[src/rtl/cordic_batch_sequencer.sv]
// Batch sequencer feeding an external CORDIC pipeline and collecting in-order results.
// Optional watchdog enabled by defining CORDIC_SEQ_TIMEOUT_EN.
module cordic_batch_sequencer #(
  parameter int CORDIC_DATA_WIDTH = 22,
  parameter int FLOAT_DATA_WIDTH  = 32,
  parameter int NUM_OPERANDS      = 4,
  parameter int TIMEOUT_CYCLES    = 64,
  localparam int CNT_W = $clog2(NUM_OPERANDS + 1)
) (
  input  logic                                      clk,
  input  logic                                      rst,
  input  logic                                      clk_en,
  input  logic                                      start,
  input  logic [CNT_W-1:0]                          num_ops,
  input  logic [NUM_OPERANDS*CORDIC_DATA_WIDTH-1:0] operands,
  output logic                                      busy,
  output logic                                      done,
  output logic                                      error,
  output logic [NUM_OPERANDS*CORDIC_DATA_WIDTH-1:0] results,
  output logic [NUM_OPERANDS*FLOAT_DATA_WIDTH-1:0]  squares,
  output logic [CORDIC_DATA_WIDTH-1:0]              pipe_target,
  output logic                                      pipe_start,
  input  logic [CORDIC_DATA_WIDTH-1:0]              pipe_result,
  input  logic [FLOAT_DATA_WIDTH-1:0]               pipe_squared,
  input  logic                                      pipe_valid
);
  localparam int CDW = CORDIC_DATA_WIDTH;
  localparam int FDW = FLOAT_DATA_WIDTH;

  typedef enum logic [1:0] {
    S_IDLE, S_ISSUE, S_DRAIN, S_DONE
  } state_e;

  state_e                  state_q, state_d;
  logic [CNT_W-1:0]        n_q, issue_q, ret_q, n_in;
  logic [NUM_OPERANDS*CDW-1:0] ops_q, res_q;
  logic [NUM_OPERANDS*FDW-1:0] sq_q;
  logic [CDW-1:0]          tgt_q;
  logic                    pstart_q, done_q;
  logic                    accept, issue_en, cap_en, timeout;

  assign n_in = (num_ops > CNT_W'(NUM_OPERANDS))
              ? CNT_W'(NUM_OPERANDS) : num_ops;

  always_comb begin
    state_d  = state_q;
    accept   = 1'b0;
    issue_en = 1'b0;
    cap_en   = (state_q == S_ISSUE || state_q == S_DRAIN)
             && pipe_valid && (ret_q < n_q);
    unique case (state_q)
      S_IDLE: begin
        if (start && clk_en) begin
          accept = 1'b1;
          if (n_in == '0)
            state_d = S_DONE;
          else if (n_in == CNT_W'(1))
            state_d = S_DRAIN;
          else
            state_d = S_ISSUE;
        end
      end
      S_ISSUE: begin
        if (clk_en) begin
          issue_en = 1'b1;
          if (issue_q == n_q - CNT_W'(1))
            state_d = S_DRAIN;
        end
      end
      S_DRAIN: begin
        if (ret_q == n_q || timeout)
          state_d = S_DONE;
      end
      S_DONE:  state_d = S_IDLE;
      default: state_d = S_IDLE;
    endcase
  end

  always_ff @(posedge clk or negedge rst) begin
    if (!rst) state_q <= S_IDLE;
    else      state_q <= state_d;
  end

  // Operand 0 leaves on the accepting edge so operand k reaches the pipe k+1 cycles later.
  always_ff @(posedge clk or negedge rst) begin
    if (!rst) begin
      n_q      <= '0;
      issue_q  <= '0;
      ret_q    <= '0;
      ops_q    <= '0;
      res_q    <= '0;
      sq_q     <= '0;
      tgt_q    <= '0;
      pstart_q <= 1'b0;
      done_q   <= 1'b0;
    end else begin
      done_q   <= (state_q == S_DONE);
      pstart_q <= 1'b0;
      if (accept) begin
        ops_q <= operands;
        n_q   <= n_in;
        ret_q <= '0;
        if (n_in != '0) begin
          pstart_q <= 1'b1;
          tgt_q    <= operands[CDW-1:0];
          issue_q  <= CNT_W'(1);
        end else begin
          issue_q  <= '0;
        end
      end
      if (issue_en) begin
        pstart_q <= 1'b1;
        tgt_q    <= ops_q[issue_q*CDW +: CDW];
        issue_q  <= issue_q + CNT_W'(1);
      end
      if (cap_en) begin
        res_q[ret_q*CDW +: CDW] <= pipe_result;
        sq_q[ret_q*FDW +: FDW]  <= pipe_squared;
        ret_q <= ret_q + CNT_W'(1);
      end
    end
  end

`ifdef CORDIC_SEQ_TIMEOUT_EN
  localparam int WD_W = $clog2(TIMEOUT_CYCLES + 1);
  logic [WD_W-1:0] wd_q;
  logic            error_q;

  assign timeout = (state_q == S_DRAIN) && !pipe_valid
                 && (ret_q != n_q)
                 && (wd_q == WD_W'(TIMEOUT_CYCLES - 1));

  always_ff @(posedge clk or negedge rst) begin
    if (!rst) begin
      wd_q    <= '0;
      error_q <= 1'b0;
    end else begin
      if (state_q != S_DRAIN || pipe_valid)
        wd_q <= '0;
      else if (!timeout)
        wd_q <= wd_q + WD_W'(1);
      if (accept)
        error_q <= 1'b0;
      else if (timeout)
        error_q <= 1'b1;
    end
  end

  assign error = error_q;
`else
  assign timeout = 1'b0;
  assign error   = 1'b0;
`endif

  assign busy        = (state_q != S_IDLE);
  assign done        = done_q;
  assign results     = res_q;
  assign squares     = sq_q;
  assign pipe_target = tgt_q;
  assign pipe_start  = pstart_q;

endmodule

[config.mk]
export PLATFORM = sky130hd
export DESIGN_NAME = cordic_batch_sequencer
export DESIGN_NICKNAME = d
export VERILOG_FILES = /design/src/rtl/cordic_batch_sequencer.sv
export SDC_FILE = /design/constraint.sdc
export NUM_CORES = 1
export LEC_CHECK = 0
export CORE_ASPECT_RATIO = 1.5
export CORE_MARGIN = 4
export CORE_UTILIZATION = 55
export CTS_CLUSTER_DIAMETER = 150
export DETAILED_ROUTE_END_ITERATION = 8
export PLACE_DENSITY = 0.94
export SLEW_MARGIN = 0
export SYNTH_ARGS = -nofsm -noshare
export SYNTH_HDL_FRONTEND = slang
export SYNTH_SLANG_ARGS = --single-unit
[constraint.sdc]
create_clock -name clk -period 12.75 [get_ports clk]
set_input_delay 3.1875 -clock clk [delete_from_list [all_inputs] [get_ports clk]]
set_output_delay 3.1875 -clock clk [all_outputs]
set_load 0.005 [all_outputs]
# Word level (Yosys, flattened, before mapping)
# Index checks and enable logic that the tools add are counted.
# W data, S select, Z words.
[op_classes] add_sub_neg=5 n_mul=2 div=0 order_cmp=2 n_eq_ne=10 n_shift=5 n_mux=25 bitwise=0 reduce_logical=13
[ops] op="$bwmux W128" n=1
[ops] op="$shift A32 B34 Y128 const A" n=1
[ops] op="$shiftx A32 B34 Y128" n=1
[ops] op="$bwmux W88" n=1
[ops] op="$shift A22 B34 Y88 const A" n=1
[ops] op="$shiftx A22 B34 Y88" n=1
[ops] op="$shiftx A88 B9 Y22" n=1
[ops] op="$neg A8 Y34" n=2
[ops] op="$mux W22" n=3
[ops] op="$mux W3" n=5
[ops] op="$mul A3 B4 Y7 const B" n=2
[ops] op="$mux W2" n=6
[ops] op="$mux W1" n=8
[ops] op="$pmux W2 S4" n=1
[ops] op="$reduce_bool A2 Y1" n=4
[ops] op="$add A3 B1 Y3 const B" n=2
[ops] op="$eq A3 B3 Y1" n=2
[ops] op="$eq A2 B2 Y1 const B" n=2
[ops] op="$ne A2 B1 Y1 const B" n=2
[ops] op="$ne A2 B2 Y1 const B" n=2
[ops] op="$reduce_and A4 Y1" n=1
[ops] op="$eq A3 B1 Y1 const B" n=1
[ops] op="$gt A3 B3 Y1 const B" n=1
[ops] op="$logic_and A1 B1 Y1" n=3
[ops] op="8 further kinds" n=8
[word_totals] reg_bits=339 latch_bits=0 ramBits=0 romBits=0 input_bits=150 out_inout_bits=242 word_cells=72 memories=0

# Longest topological paths before layout
# Gate-level depths: netlist of run 1.
[logic_depth] word_depth=7 mapped_depth=19 ltp_nobuf=14

# Worst setup path before layout of run 1
# OpenSTA, ideal clock, no wires.
[synth_path] path_kind="input port to flip-flop" start="input pipe_valid" end="register res_q[22], in the netlist results[22]" setup_time_ns=0.125 arrival_ns=4.791 t_required_ns=12.625 setup_slack_ns=7.835 stages=7 path_buffers=2 cell_sequence="and4b_1 > clkbuf_1 > nand4_1 > or3_1 > buf_2 > nor2_1 > mux2_2"
[synth_between] elab_chain_cells=2
[synth_rtl] item="start, declared" line_no="25" source="input logic pipe_valid"
[synth_rtl] item="$logic_and A1 B1 Y1 (2 in series)" line_no="50" source="&& pipe_valid && (ret_q < n_q);"
[synth_rtl] item="end signal, assigned by index" line_no="117" source="res_q[ret_q*CDW +: CDW] <= pipe_result;"
[synth_rtl] item="end, declared" line_no="36" source="logic [NUM_OPERANDS*CDW-1:0] ops_q, res_q;"
# No other way between the ends.
# A chain may end at the register's enable or synchronous reset.

# Final worst setup path of run 1
[layout_path] start="register ret_q[1]" end="register res_q[8], in the netlist results[8]"
[layout_between] elab_chain_cells=4 word_cells_on_any_way=7 classes_between="add/sub (1); mul (1); order compare (1); shift (2); mux (1); reduce/logical (1)"
[layout_rtl] item="start, declared" line_no="35" source="logic [CNT_W-1:0] n_q, issue_q, ret_q, n_in;"
[layout_rtl] item="start signal, assigned" line_no="119" source="ret_q <= ret_q + CNT_W'(1);"
[layout_rtl] item="$mul A3 B4 Y7" line_no="117"
[layout_rtl] item="$neg A8 Y34" line_no="117"
[layout_rtl] item="$shiftx A22 B34 Y88 / $shift A22 B34 Y88 (equally long branches)" line_no="117"
[layout_rtl] item="$bwmux W88" line_no="117"
# Several ways; a longest one is shown, not always the timed one.

==> run metrics, run 1 <==
Hold Path Class reg -> reg; share of layout cells above drive strength 1 17.75%; largest incremental delay on the critical path 1.15 ns; peak supply drop 238.9 uV; Finish-stage setup viols 0; Worst Setup End Kind register; CTS root buf clkbuf_16; largest net degree at the start of global routing 159; clk buf depth 3; crit-path max FO 28; DR pass1 iterations 5; register area share after synthesis 49.27%; CTS Buf Count 34; cell mode on critical path ha_1; min cycle time layout 5.937 ns; Hold WS 0.4745 ns; vias in the first global route 15.84k; critical path required time 13.18 ns; Die Area 34260 um2; YS warnings 0; nets 2124; Post-CTS Resized 0; Fin. Hold Viols 0; most common flop cell mapped by yosys dfrtp_1; detailed-route DRC error count 0; routed vias/inst 6.494; Slowest cell on crit path fa_1; CP Launch Type register; run status finished clean; slew of the pin with the lowest slew margin 1.253 ns; Post-synth top cells 339 x dfrtp_1, 227 x nand2_1, 215 x mux2_2, 114 x o21ai_0, 101 x nor2_1; Vias 15.48k; asr flop ratio synth 100.0%; Syn Inst Count 1622; initial antenna violation count 0; gpl congestion 1.067; Synth area leaders dfrtp_1 49%, mux2_2 14%, nand2_1 4.9%, mux4_2 4.2%, o21ai_0 3.3%; PwrDens 294.3 nW/um2; dominant cell type by area after synthesis dfrtp_1; core area 30940 um2; RSZ-0062 raised after global routing false; post-synthesis net count 1792; clock skew 0.02400 ns; PortBufs 390; Synth Area per Inst 10.62 um2; f_max 168.4 MHz; Synth Register Bits 339; clock-pin slew on the worst setup and hold paths 0.07 ns; GRT Total Usage 36.45%; Reg2Reg Setup Slack 6.81 ns; WS Path Type reg -> reg; # rows 79; Boundary Pins 392; drt first-iter violations 1165; Leakage 0.009618 uW; WP data arrival 6.37 ns; Post-synth EDFFs 0; CTS sink cnt 339; fin. max-slew vios 0; most common cell in the synthesized netlist dfrtp_1; Post-Syn Area 17220 um2; dpl hpwl 46610 um; accumulated negative setup slack 0 ns; Starting Density 55.65%; Ant. Diodes 0; CTS H-tree depth 2; Chip Height 224.7 um; final worst path period share 46.57%; post-route ant nets 0; # Post-CTS Setup Buffers 0; grt ovf 0; Yosys cell types 78; crit-path cells inv_1 > ha_1 > ha_1 > inv_1 > fa_1 > and3b_1 > and3_1 > ha_1 > or3_1 > o31ai_1 > and2_1 > a22oi_1 > o22ai_1; Die W 152.5 um; area grow syn2layout 30.60%; Hold Path Stages 2; Max transition margin 16.45%; CTS Hold Bufs 0; post-DR wirelength/cell 27.08 um; worst reg2reg path depth 13; max cap viols 0; Skew-Pair Late Insertion Delay 0.54 ns; first-pass GRT wire length 96040 um; routed wire length 64540 um; proportion of netlist area held by the largest area contributor 49.27%; CTS tree done
==> worst max-delay path, delay by kind of cell (launching register included) <==
family	cells	cell delay [ns]
compound gates	3	0.91
fa+ha+maj	4	2.13
buf+inv	2	0.23
flops	1	0.59
simple gates	4	1.94
==> placed cells by master (no fill, tap or decap), drive strengths merged, types with 8 or more instances in the layout <==
cell type and n:
clkdlybuf4s50 389, dfrtp 339, nand2 227, mux2 215, o21ai 118, nor2 101, nand3 83, a21oi 52
clkbuf 48, a31oi 42, nand2b 39, mux4 32, o22ai 26, inv 22, buf 21, ha 19
o2bb2ai 16, and3 12, a22o 11, mux2i 10, a22oi 9, nor3 9, clkinv 9, or3 8
nor2b 8
==> logic make-up (layout without fill, tap and decap cells) <==
kind of cell / after synthesis / after routing / share of synthesized area (%)
flops: 339 / 339 / 49.27
mux: 257 / 257 / 18.83
simple gates: 517 / 517 / 13.57
fa+ha+maj: 20 / 20 / 1.497
xor+xnor: 10 / 10 / 0.8794
buf+inv: 137 / 493 / 3.190
compound gates: 341 / 341 / 12.74
other cells: 1 / 1 / 0.02178
==> final timing paths <==
path | from | to
max | ret_q[1]$_DFFE_PN0P_ | results[8]$_DFFE_PN0P_
min | squares[34]$_DFFE_PN0P_ | squares[34]$_DFFE_PN0P_
max reg2reg | ret_q[1]$_DFFE_PN0P_ | results[8]$_DFFE_PN0P_
min reg2reg | squares[34]$_DFFE_PN0P_ | squares[34]$_DFFE_PN0P_
max in group asynchronous | rst | squares[49]$_DFFE_PN0P_
min in group asynchronous | rst | results[13]$_DFFE_PN0P_
==> power breakdown <==
part / switching (uW) / internal, uW / total (uW) / leakage (uW)
Combinational: 2380 / 1510 / 3890 / 0.00469
Sequential: 257 / 1460 / 1720 / 0.00439
Clock: 435 / 575 / 1010 / 0.000547
Total: 3070 / 3540 / 6620 / 0.00962
==> per-stage QoR <==
step	instance area, um2	util (%)	total power (uW)	worst slack, ns	instances
CTS	22490	72.68	6518	6.997	2383
global route	22490	72.68	6885	6.579	2383
finish	22490	72.68	6618	6.813	2383
detailed placement	21360	69.05	5466	6.656	2323
global placement	21360	69.05	5376	6.820	2323
floorplan	17220	-	3869	7.835	1622
==> registers in the layout, summed over array words and instances (netlist names) <==
name	flops
squares	128
pipe_start	1
issue_q	3
ret_q	3
ops_q	88
pipe_target	22
state_q	2
done	1
results	88
n_q	3
==> final cells by class <==
class	instances	area, um2
Inverter	23	86.33
Clock inverter	12	118.9
Clock buffer	48	1005
Sequential cell	339	8484
Multi-Input combinational cell	1146	8214
Fill cell	2084	8452
Timing Repair Buffer	410	4071
Tap cell	405	506.7
==> layer usage <==
layer  share of wire [%]  up-vias  global-route usage, %
li1                    -     6504                      -
met1                  32     7694                  38.08
met2                  50      976                  64.37
met3                 8.1      302                  7.507
met4                 9.8        0                  27.64
met5                   0        -                      0
(Power assumes the default switching activity.)
==> inputs of run 2 (changes only) <==
Settings changed: CORE_UTILIZATION 55 to 46, PLACE_DENSITY 0.94 to 0.85.
Clock period 12.75 ns to 5.1 ns, I/O delays scaled along.
==> run 2 against run 1 <==
Compared with the run above:
- flip-flop and latch count unchanged
- non-clock buffer count increased by 39
- global-route usage decreased by 6.3 points
- power increased to 2.5 times the previous value
- worst hold slack got worse by 0.010 ns
- sequential share of layout area decreased by 0.71 points
- via count decreased by 2.0%
- clock-buffer cell count increased by 5
- critical path type unchanged
- setup slack got worse by 6.3 ns
- first-iteration DRC count increased by 4.7%
- utilization decreased by 11 points
- clock skew increased by 0.0012 ns
- highest routed layer unchanged
==> run metrics, run 2 (synthesized netlist as in run 1, its figures left out) <==
Chip Height 245.0 um; max cap viols 0; Starting Density 46.65%; PwrDens 729.9 nW/um2; Clock power frac 15.2%; crit-path max FO 25; max reg flops 128; WP data arrival 4.99 ns; DR pass1 iterations 5; register area 8484 um2; core area 36910 um2; CTS sink cnt 339; CTS root buf clkbuf_16; commonest non-fill, non-tap cell in the layout clkdlybuf4s50_1; # Post-CTS Setup Buffers 0; multi-input combinational cell area 8212 um2; Vias 15.17k; post-route ant nets 0; dpl hpwl 46470 um; Flop pwr share 25.7%; CP Launch Type register; Boundary Pins 392; WS Path Type reg -> reg; # rows 86; Leakage 0.009818 uW; Fin. Hold Viols 0; initial antenna violation count 4; first-pass GRT wire length 95350 um; CTS tree done; detailed-route DRC error count 0; largest incremental delay on the critical path 0.69 ns; Psw 7496 uW; critical path required time 5.50 ns; slew of the pin with the lowest slew margin 1.251 ns; CTS Hold Bufs 0; accumulated negative setup slack 0 ns; Max transition margin 16.58%; fin. max-slew vios 0; routed wire length 63150 um; gpl congestion 1.022; final worst path period share 90.14%; combinational power share 59.1%; sw frac 44.80%; Hold Path Class reg -> reg; RSZ-0062 raised after global routing false; drt first-iter violations 1220; most frequent cells in the layout 389 x clkdlybuf4s50_1, 338 x dfrtp_1, 227 x nand2_1; GRT Total Usage 30.14%; Slowest cell on crit path or3_1; area grow syn2layout 33.12%; vias in the first global route 15.97k; Worst Setup End Kind register; peak supply drop 433.5 uV; post-DR wirelength/cell 25.22 um; run status finished clean; CTS Buf Count 34; clock-pin slew on the worst setup and hold paths 0.07 ns; fill cell count 2891; f_max 217.5 MHz; min cycle time layout 4.597 ns; clk buf depth 3; Internal Power 9235 uW; Final Total Pwr 16730 uW; clock skew 0.02524 ns; CTS H-tree depth 2; Post-CTS Resized 0; largest net degree at the start of global routing 120; Skew-Pair Late Insertion Delay 0.54 ns; routed vias/inst 6.060; crit-path cells ha_1 > ha_1 > and3_1 > a22oi_1 > nand2_1 > and3_1 > ha_1 > nand4_1 > or3_1 > nor2_1 > mux2_2; nets 2163; Die W 166.0 um; PortBufs 390; cell mode on critical path ha_1; share of layout cells above drive strength 1 19.15%; Finish-stage setup viols 0; grt ovf 0; Die Area 40650 um2
run 2: worst paths after layout:
| path | startpoint | depth (start not counted) | slack (ns) | end |
|---|---|---|---|---|
| worst max register to register | ret_q[0]$_DFFE_PN0P_ | 11 | 0.50 | results[28]$_DFFE_PN0P_ |
| max in group asynchronous | rst | 2 | 3.23 | squares[103]$_DFFE_PN0P_ |
| worst min register to register | squares[42]$_DFFE_PN0P_ | 2 | 0.46 | squares[42]$_DFFE_PN0P_ |
| worst max-delay path | ret_q[0]$_DFFE_PN0P_ | 11 | 0.50 | results[28]$_DFFE_PN0P_ |
| min in group asynchronous | rst | 1 | 0.84 | ops_q[23]$_DFFE_PN0P_ |
| worst min-delay path | squares[42]$_DFFE_PN0P_ | 2 | 0.46 | squares[42]$_DFFE_PN0P_ |
run 2: layout make-up:
| type | instances | share of cell area [%] |
|---|---|---|
| Sequential cell | 339 | 37.02 |
| Timing Repair Buffer | 449 | 19.15 |
| Clock buffer | 53 | 4.596 |
| Antenna cell | 4 | 0.04367 |
| Clock inverter | 6 | 0.3494 |
| Inverter | 23 | 0.3767 |
| Multi-Input combinational cell | 1146 | 35.83 |
| Tap cell | 484 | 2.642 |
run 2: worst max-delay path, delay by kind of cell (launching register included):
family,cells,cell delay (ns)
AO/OA/AOI/OAI,1,0.34
flip-flops,1,0.66
adder cells (fa/ha/maj),3,1.05
AND/OR/NAND/NOR,6,2.05
multiplexers,1,0.37
run 2: metal layers:
metal	vias up	part of all wire (%)	GRT usage [%]
met4	0	9.0	22.58
met1	7544	33	31.75
li1	6564	-	-
met3	252	6.8	5.365
met5	-	0	0
met2	813	51	53.55
run 2: power by group through the flow:
stage	registers, uW	logic, uW	clock network [uW]
after global routing	4400	10500	2690
after CTS	4280	9670	2580
after floorplan	4140	5530	0
after detailed placement	4320	9610	0
after global placement	4240	9460	0
final	4300	9890	2540
run 2: per-stage QoR:
step	utilization (%)	area [um2]	hold slack, ns	std cells	setup WS (ns)
floorplan	-	17220	0.4498	1622	0.6983
global placement	59.00	21780	0.4499	2441	0.7732
detailed placement	59.00	21780	0.4549	2441	0.5570
CTS	62.08	22910	0.4696	2500	0.5496
global route	62.10	22920	0.5000	2504	0.2829
finish	62.10	22920	0.4645	2504	0.5029
